--- src/rtl/apb_master_bridge.sv ---
// Single-outstanding APB3 initiator: valid/ready command in, SETUP/ACCESS out,
// one registered response pulse per transfer with slave-error and timeout status.
module apb_master_bridge #(
    parameter int APB_ADDR_WIDTH = 12,
    parameter int TIMEOUT_CYCLES = 255
) (
    input  logic                      HCLK,
    input  logic                      HRESET,
    input  logic                      req_valid,
    output logic                      req_ready,
    input  logic                      req_write,
    input  logic [APB_ADDR_WIDTH-1:0] req_addr,
    input  logic [31:0]               req_wdata,
    output logic                      rsp_valid,
    output logic [31:0]               rsp_rdata,
    output logic                      rsp_err,
    output logic                      rsp_timeout,
    output logic [APB_ADDR_WIDTH-1:0] PADDR,
    output logic [31:0]               PWDATA,
    output logic                      PWRITE,
    output logic                      PSEL,
    output logic                      PENABLE,
    input  logic [31:0]               PRDATA,
    input  logic                      PREADY,
    input  logic                      PSLVERR
);

    localparam int CW = (TIMEOUT_CYCLES > 0) ? $clog2(TIMEOUT_CYCLES + 1) : 1;

    typedef enum logic [1:0] {IDLE, SETUP, ACCESS} state_t;

    state_t                    state_q, state_d;
    logic [APB_ADDR_WIDTH-1:0] paddr_q, paddr_d;
    logic [31:0]               pwdata_q, pwdata_d;
    logic                      pwrite_q, pwrite_d;
    logic                      psel_q, psel_d;
    logic                      penable_q, penable_d;
    logic                      rsp_valid_q, rsp_valid_d;
    logic [31:0]               rsp_rdata_q, rsp_rdata_d;
    logic                      rsp_err_q, rsp_err_d;
    logic                      rsp_timeout_q, rsp_timeout_d;
    logic [CW-1:0]             cnt_q, cnt_d;
    logic                      last_access;

    // cnt_q holds completed wait cycles, so cnt_q+1 is the current ACCESS cycle number.
    assign last_access = (TIMEOUT_CYCLES > 0) && ((int'(cnt_q) + 1) == TIMEOUT_CYCLES);

    always_comb begin
        state_d       = state_q;
        paddr_d       = paddr_q;
        pwdata_d      = pwdata_q;
        pwrite_d      = pwrite_q;
        psel_d        = psel_q;
        penable_d     = penable_q;
        rsp_valid_d   = 1'b0;
        rsp_rdata_d   = rsp_rdata_q;
        rsp_err_d     = rsp_err_q;
        rsp_timeout_d = rsp_timeout_q;
        cnt_d         = cnt_q;
        case (state_q)
            IDLE: begin
                psel_d    = 1'b0;
                penable_d = 1'b0;
                if (req_valid) begin
                    paddr_d  = req_addr;
                    pwrite_d = req_write;
                    pwdata_d = req_write ? req_wdata : 32'd0;
                    psel_d   = 1'b1;
                    cnt_d    = '0;
                    state_d  = SETUP;
                end
            end
            SETUP: begin
                psel_d    = 1'b1;
                penable_d = 1'b1;
                state_d   = ACCESS;
            end
            ACCESS: begin
                if (PREADY) begin
                    state_d       = IDLE;
                    psel_d        = 1'b0;
                    penable_d     = 1'b0;
                    rsp_valid_d   = 1'b1;
                    rsp_err_d     = PSLVERR;
                    rsp_timeout_d = 1'b0;
                    rsp_rdata_d   = (!pwrite_q && !PSLVERR) ? PRDATA : 32'd0;
                end else if (last_access) begin
                    state_d       = IDLE;
                    psel_d        = 1'b0;
                    penable_d     = 1'b0;
                    rsp_valid_d   = 1'b1;
                    rsp_err_d     = 1'b1;
                    rsp_timeout_d = 1'b1;
                    rsp_rdata_d   = 32'd0;
                end else if (TIMEOUT_CYCLES > 0) begin
                    cnt_d = cnt_q + CW'(1);
                end
            end
            default: begin
                state_d   = IDLE;
                psel_d    = 1'b0;
                penable_d = 1'b0;
            end
        endcase
    end

    always_ff @(posedge HCLK or posedge HRESET) begin
        if (HRESET) begin
            state_q       <= IDLE;
            paddr_q       <= '0;
            pwdata_q      <= '0;
            pwrite_q      <= 1'b0;
            psel_q        <= 1'b0;
            penable_q     <= 1'b0;
            rsp_valid_q   <= 1'b0;
            rsp_rdata_q   <= '0;
            rsp_err_q     <= 1'b0;
            rsp_timeout_q <= 1'b0;
            cnt_q         <= '0;
        end else begin
            state_q       <= state_d;
            paddr_q       <= paddr_d;
            pwdata_q      <= pwdata_d;
            pwrite_q      <= pwrite_d;
            psel_q        <= psel_d;
            penable_q     <= penable_d;
            rsp_valid_q   <= rsp_valid_d;
            rsp_rdata_q   <= rsp_rdata_d;
            rsp_err_q     <= rsp_err_d;
            rsp_timeout_q <= rsp_timeout_d;
            cnt_q         <= cnt_d;
        end
    end

    assign req_ready   = (state_q == IDLE);
    assign PADDR       = paddr_q;
    assign PWDATA      = pwdata_q;
    assign PWRITE      = pwrite_q;
    assign PSEL        = psel_q;
    assign PENABLE     = penable_q;
    assign rsp_valid   = rsp_valid_q;
    assign rsp_rdata   = rsp_rdata_q;
    assign rsp_err     = rsp_err_q;
    assign rsp_timeout = rsp_timeout_q;

endmodule

--- config.mk ---
export PLATFORM = sky130hd
export DESIGN_NAME = apb_master_bridge
export DESIGN_NICKNAME = d
export VERILOG_FILES = /design/src/rtl/apb_master_bridge.sv
export SDC_FILE = /design/constraint.sdc
export NUM_CORES = 1
export LEC_CHECK = 0
export ABC_CLOCK_PERIOD_IN_PS = 3100
export CORE_MARGIN = 8
export CORE_UTILIZATION = 39
export CTS_CLUSTER_DIAMETER = 50
export DETAILED_ROUTE_END_ITERATION = 7
export PLACE_DENSITY = 0.82
export SYNTH_ARGS = -nofsm -noshare
export SYNTH_HDL_FRONTEND = slang
export SYNTH_SLANG_ARGS = --single-unit
--- constraint.sdc ---
create_clock -name HCLK -period 3.1 [get_ports HCLK]
set_input_delay 0.93 -clock HCLK [delete_from_list [all_inputs] [get_ports HCLK]]
set_output_delay 0.93 -clock HCLK [all_outputs]
set_load 0.02 [all_outputs]
==> results of run 1 <==
-- per-layer routing --
metal | vias up | routed length (um) | track usage
li1 | 1705 | - | -
met1 | 1721 | 5050 | 0.208
met2 | 163 | 5110 | 0.256
met3 | 8 | 1330 | 0.0892
met4 | 0 | 124 | 0.0440
met5 | - | 0 | 0
-- sequential cells by signal, indices dropped and copies added, names as in the netlist --
| name | cells |
|---|---|
| PADDR | 12 |
| PWDATA | 32 |
| rsp_valid | 1 |
| rsp_timeout | 1 |
| rsp_rdata | 32 |
| PENABLE | 1 |
| rsp_err | 1 |
| state_q | 2 |
| cnt_q | 8 |
| PSEL | 1 |
| PWRITE | 1 |
-- how the worst min path moves through the flow --
stage                          start    endpoint  slack (ns)  cells past startpoint
after floorplan             cnt_q[7]    cnt_q[7]        0.45                      1
after global placement    PWDATA[18]  PWDATA[18]        0.45                      2
after detailed placement  PWDATA[23]  PWDATA[23]        0.46                      2
after CTS                  PWDATA[9]   PWDATA[9]        0.48                      2
after global routing        PADDR[1]    PADDR[1]        0.50                      2
final                      PWDATA[9]   PWDATA[9]        0.47                      2
-- cells in the final DEF (no fill, tap or decap), types with 2 or more instances in the layout --
cell,netlist,layout
clkdlybuf4s50_1,0,164
nand2_1,112,111
dfrtp_1,92,92
o21ai_0,38,38
nand3_1,35,35
nand2b_1,33,33
a22oi_1,32,32
clkbuf_8,0,11
nor2_1,5,5
inv_1,6,5
mux2i_1,5,5
buf_4,0,5
nand4_1,3,3
xnor2_1,2,2
a31oi_1,2,2
clkinvlp_4,0,2
o22ai_1,2,2
ha_1,2,2
buf_12,0,2
-- power breakdown --
part	switching (mW)	internal [mW]	total (mW)
clock network	0.407	0.333	0.740
logic	1.50	1.34	2.84
registers	0.351	1.71	2.06
total	2.26	3.38	5.63
-- per-stage QoR --
| step | setup WS [ns] | utilization | area, sq um | hold slack (ns) |
|---|---|---|---|---|
| finish | 0.507 | 0.586 | 5970 | 0.470 |
| global route | 0.389 | 0.586 | 5970 | 0.502 |
| CTS | 0.492 | 0.586 | 5970 | 0.476 |
| detailed placement | 0.607 | 0.569 | 5790 | 0.456 |
| global placement | 0.667 | 0.569 | 5790 | 0.449 |
| floorplan | 1.02 | - | 4040 | 0.446 |
-- final cells by class --
class / count / area share
timing repair buffer: 171 / 0.288
inverter: 6 / 0.00440
clock inverter: 3 / 0.00356
sequential: 92 / 0.386
clock buffer: 12 / 0.0260
multi-input combinational: 288 / 0.264
tap: 136 / 0.0285
-- kinds of logic (layout without fill, tap and decap cells) --
family                     Yosys count  count (layout)
and+or+nand+nor                    196             196
muxes                                5               5
DFF                                 92              92
AOI/OAI and AO/OA                   82              82
adders and majority gates            2               2
buffers and inverters               36             192
xor gates and xnor gates             3               3
-- worst register-to-register path, stage by stage, from the launching register on --
cell     delay, ns
dfrtp_1       0.48
ha_1          0.34
nand4_1       0.16
xnor2_1       0.29
a31oi_4       0.19
nor2_8        0.36
o21ai_0       0.19
==> results.cfg, run 1 <==
[critical_path]
cp_num_buf_inv = 1
slowest_delay_ns = 0.68
worstSetupStartpoint = state_q[1]
arrival_ns = 1.66
cp.required_ns = 2.17
crit_family = buffers and inverters
cp_num_cells = 2
rr_startpoint = cnt_q[0]
rrSetupSlack_ns = 0.93
worstPathMaxFanout = 6
worstSetupEndpoint = req_ready
rr_worst_depth = 6
r2r_end = rsp_rdata[27]
cp-start-kind = register
critPathCaptureType = primary output
crit_chain = nor2_1, clkdlybuf4s50_1
crit_type = reg2out
slowest_stage = clkdlybuf4s50_1

[timing]
finalHoldViolCount = 0
setup_violations = 0
rsz0062_at_grt = false
fmax_ghz = 0.386
setup_tns_ns = 0
fin_crit_sh = 0.837
fin_crit_ns = 2.59
fin_skew_ns = 0.00967
slew_violations = 0
worst_pin_slew_ns = 0.569
maxSlewHeadroom = 0.620

[yosys]
synth_area_sq_um = 4040
netlist_instances = 416
synth_common_cells = 112 x nand2_1, 92 x dfrtp_1, 38 x o21ai_0
synth_top_flop_cell = dfrtp_1
yosysMostFrequentCell = nand2_1
syn_area_per_cell_sq_um = 9.71
synth-adder-area-share = 0.00620
synthSimpleGateAreaFrac = 0.229
synth_top_family_by_area = simple AND/OR/NAND/NOR gates
syn-num-nets = 500
synth_top_area_frac = 0.570
synth_async_sr_flop_share = 1.00
synth_compound_area_frac = 0.134
yosys.area.top_type = dfrtp_1
ys_types = 35
yosys-top-cells-area = dfrtp_1 57%, nand2_1 10%, a22oi_1 5.9%
synth_edf_count = 0
synthMuxAreaShare = 0.0124
synth_xor_xnor_area_share = 0.00651
yosys_register_bits = 92
seq_area_frac_synth = 0.570
yosysWarnings = 0

[final_layout]
drive_above_1_share = 0.0542
fillers = 890
syn2layout_area_growth_pct = 47.8
stdcell_count = 708
regArea_sq_um = 2300
antenna_cells = 0
multiInputGateArea_sq_um = 1570
nets = 652

[grt]
antenna_found_initial = 0
overflow = 0
grt_pass1_vias = 3801
grt_first_pass_wirelength_mm = 19.4
grt_max_degree = 93
grt_usage = 0.170

[clock_tree]
postCtsSetupBuffers = 0
numClockSinks = 92
ctsHoldBuffers = 0
tritoncts = yes
numCtsBuffers = 9
cts_resized = 0
htree_levels = 3
path_clk_slew_ns = 0.09
cts-root-buf = clkbuf_8
clkLatencyLatePin_ns = 0.35
cts.path.max_buffers = 2

[floorplan]
fp.dieW_um = 118
io_pins = 165
dieArea_sq_um = 13900
die_height_um = 118
start_util = 0.396
coreArea_sq_um = 10200
rows = 37

[power_and_ir_drop]
powerDensity_nw_per_um2 = 944
p_total_mw = 5.63
p_leak_nw = 2.66
vdd_drop_max_mv = 0.443

[routing]
drc = 0
wl_mm = 11.6
vias = 3597
viasPerCell = 5.08
drt-initial-drc-count = 201
drtAntennaViolNets = 0
drtPass1Iterations = 7
wire_per_inst_um = 16.4

[place]
dp_hpwl_mm = 8.30
gp_congestion = 0.797
placed_cells = 693
io_buffer_count = 164

[job]
drv_cap = 0

[outcome]
outcome = complete, no violations

[min_path]
min_path_type = reg2reg
Power figures use the tool's default switching activity.
==> inputs of run 2 (changes only) <==
==> config.mk (replaced) <==
export PLATFORM = sky130hd
export DESIGN_NAME = apb_master_bridge
export DESIGN_NICKNAME = d
export VERILOG_FILES = /design/src/rtl/apb_master_bridge.sv
export SDC_FILE = /design/constraint.sdc
export NUM_CORES = 1
export LEC_CHECK = 0
export ABC_CLOCK_PERIOD_IN_PS = 2450
export CORE_MARGIN = 8
export CORE_UTILIZATION = 43
export CTS_CLUSTER_DIAMETER = 50
export DETAILED_ROUTE_END_ITERATION = 7
export PLACE_DENSITY = 0.85
export SYNTH_ARGS = -nofsm -noshare
export SYNTH_HDL_FRONTEND = slang
export SYNTH_SLANG_ARGS = --single-unit
==> constraint.sdc (replaced) <==
create_clock -name HCLK -period 2.45 [get_ports HCLK]
set_input_delay 0.735 -clock HCLK [delete_from_list [all_inputs] [get_ports HCLK]]
set_output_delay 0.735 -clock HCLK [all_outputs]
set_load 0.02 [all_outputs]
==> results.cfg, run 2 (same netlist as run 1, synthesis figures left out) <==
[critical_path]
cp-start-kind = register
r2r_end = rsp_rdata[3]
cp.required_ns = 1.71
rr_worst_depth = 6
arrival_ns = 1.40
crit_family = buffers and inverters
slowest_delay_ns = 0.64
critPathCaptureType = primary output
rr_startpoint = cnt_q[0]
worstSetupStartpoint = PWRITE
cp_num_cells = 1
worstSetupEndpoint = PWRITE
crit_type = reg2out
crit_chain = clkdlybuf4s50_1
slowest_stage = clkdlybuf4s50_1
rrSetupSlack_ns = 0.36
worstPathMaxFanout = 3
cp_num_buf_inv = 1

[power_and_ir_drop]
sw_frac_of_total = 0.402
comb_power_share = 0.501
p_leak_nw = 2.70
p_seq_frac = 0.370
netSwitchingPower_mw = 2.86
powerDensity_nw_per_um2 = 1190
p_clk_frac = 0.129
p_total_mw = 7.11
internal_power_mw = 4.26
vdd_drop_max_mv = 0.684

[routing]
wire_per_inst_um = 16.9
viasPerCell = 5.25
drc = 0
drtPass1Iterations = 4
vias = 3611
wl_mm = 11.6
drt-initial-drc-count = 179
drtAntennaViolNets = 0

[clock_tree]
numCtsBuffers = 9
path_clk_slew_ns = 0.09
clkLatencyLatePin_ns = 0.34
cts-root-buf = clkbuf_8
htree_levels = 3
postCtsSetupBuffers = 0
cts.path.max_buffers = 2
tritoncts = yes
numClockSinks = 92

[timing]
fin_crit_sh = 0.872
worst_pin_slew_ns = 0.521
fmax_ghz = 0.468
slew_violations = 0
fin_crit_ns = 2.14
maxSlewHeadroom = 0.652
finalHoldViolCount = 0
worst_slack_ns = 0.314
rsz0062_at_grt = false
fin_skew_ns = 0.0113
setup_tns_ns = 0
setup_violations = 0

[floorplan]
coreArea_sq_um = 9200
start_util = 0.439
dieArea_sq_um = 12700
io_pins = 165
fp.dieW_um = 113
rows = 35
die_height_um = 113

[grt]
grt_usage = 0.181
grt_pass1_vias = 3687
grt_first_pass_wirelength_mm = 18.7
antenna_found_initial = 0
overflow = 0
grt_max_degree = 51

[final_layout]
final_common_cell = clkdlybuf4s50_1
fillers = 730
nets = 656
mostFrequentLayoutCells = 163 x clkdlybuf4s50_1, 112 x nand2_1, 92 x dfrtp_1
antenna_cells = 0
syn2layout_area_growth_pct = 48.4
final_cell_area_sq_um = 5990
drive_above_1_share = 0.0607

[place]
dp_hpwl_mm = 8.53
gp_congestion = 0.795
place_ws_ns = 0.232
io_buffer_count = 164
place_area_sq_um = 5810

[min_path]
min_path_type = reg2reg

[job]
drv_cap = 0

[outcome]
outcome = complete, no violations
-- run 2: repair_timing --
item                                    4_1_cts  5_1_grt
endpoints found under the setup margin        0        1
resized for setup                             0        1
hold buffers                                  0        0
-- run 2: cell type report --
class                   instances  area (sq um)  area share
clock buffers                  11           141      0.0236
inverters                       6          26.3     0.00439
repair buffers                175          1780       0.297
multi-input cells             288          1570       0.262
well taps                     111           139      0.0232
flip-flops and latches         92          2300       0.384
clock inverters                 5          35.0     0.00585
-- run 2: per-stage QoR --
| step | hold slack, ns | std cells | util |
|---|---|---|---|
| 6_report | 0.468 | 688 | 0.652 |
| 5_1_grt | 0.498 | 688 | 0.652 |
| 4_1_cts | 0.474 | 688 | 0.651 |
| 3_5_place_dp | 0.455 | 672 | 0.632 |
| 3_3_place_gp | 0.449 | 672 | 0.632 |
| 2_1_floorplan | 0.446 | 416 | - |
-- run 2: worst min-delay path by stage --
stage / from / end / slack, ns / depth (start not counted)
2_1_floorplan: cnt_q[7] / cnt_q[7] / 0.45 / 1
3_3_place_gp: PWDATA[7] / PWDATA[7] / 0.45 / 2
3_5_place_dp: PWDATA[14] / PWDATA[14] / 0.45 / 2
4_1_cts: PWDATA[14] / PWDATA[14] / 0.47 / 2
5_1_grt: PWDATA[8] / PWDATA[8] / 0.50 / 2
6_report: PWDATA[14] / PWDATA[14] / 0.47 / 2
-- run 2: tightest hold or removal path, cell delays in order (launching register included) --
cell and delay, ns:
dfrtp_1 0.35, nand2_1 0.05, nand2_1 0.04
-- run 2: layer usage --
metal | vias to the layer above | part of all wire | track usage
met5 | - | 0 | 0
met4 | 0 | 0.0067 | 0.0506
met3 | 5 | 0.12 | 0.0895
met2 | 154 | 0.44 | 0.256
met1 | 1741 | 0.44 | 0.240
li1 | 1711 | - | -
-- run 2: power groups by stage --
stage               Clock [mW]  Combinational (mW)  Sequential, mW
CTS                      0.948                3.62            2.63
global placement             0                3.52            2.61
floorplan                    0                1.08            3.34
finish                   0.916                3.57            2.63
global route              1.02                3.87            2.72
detailed placement           0                3.61            2.66
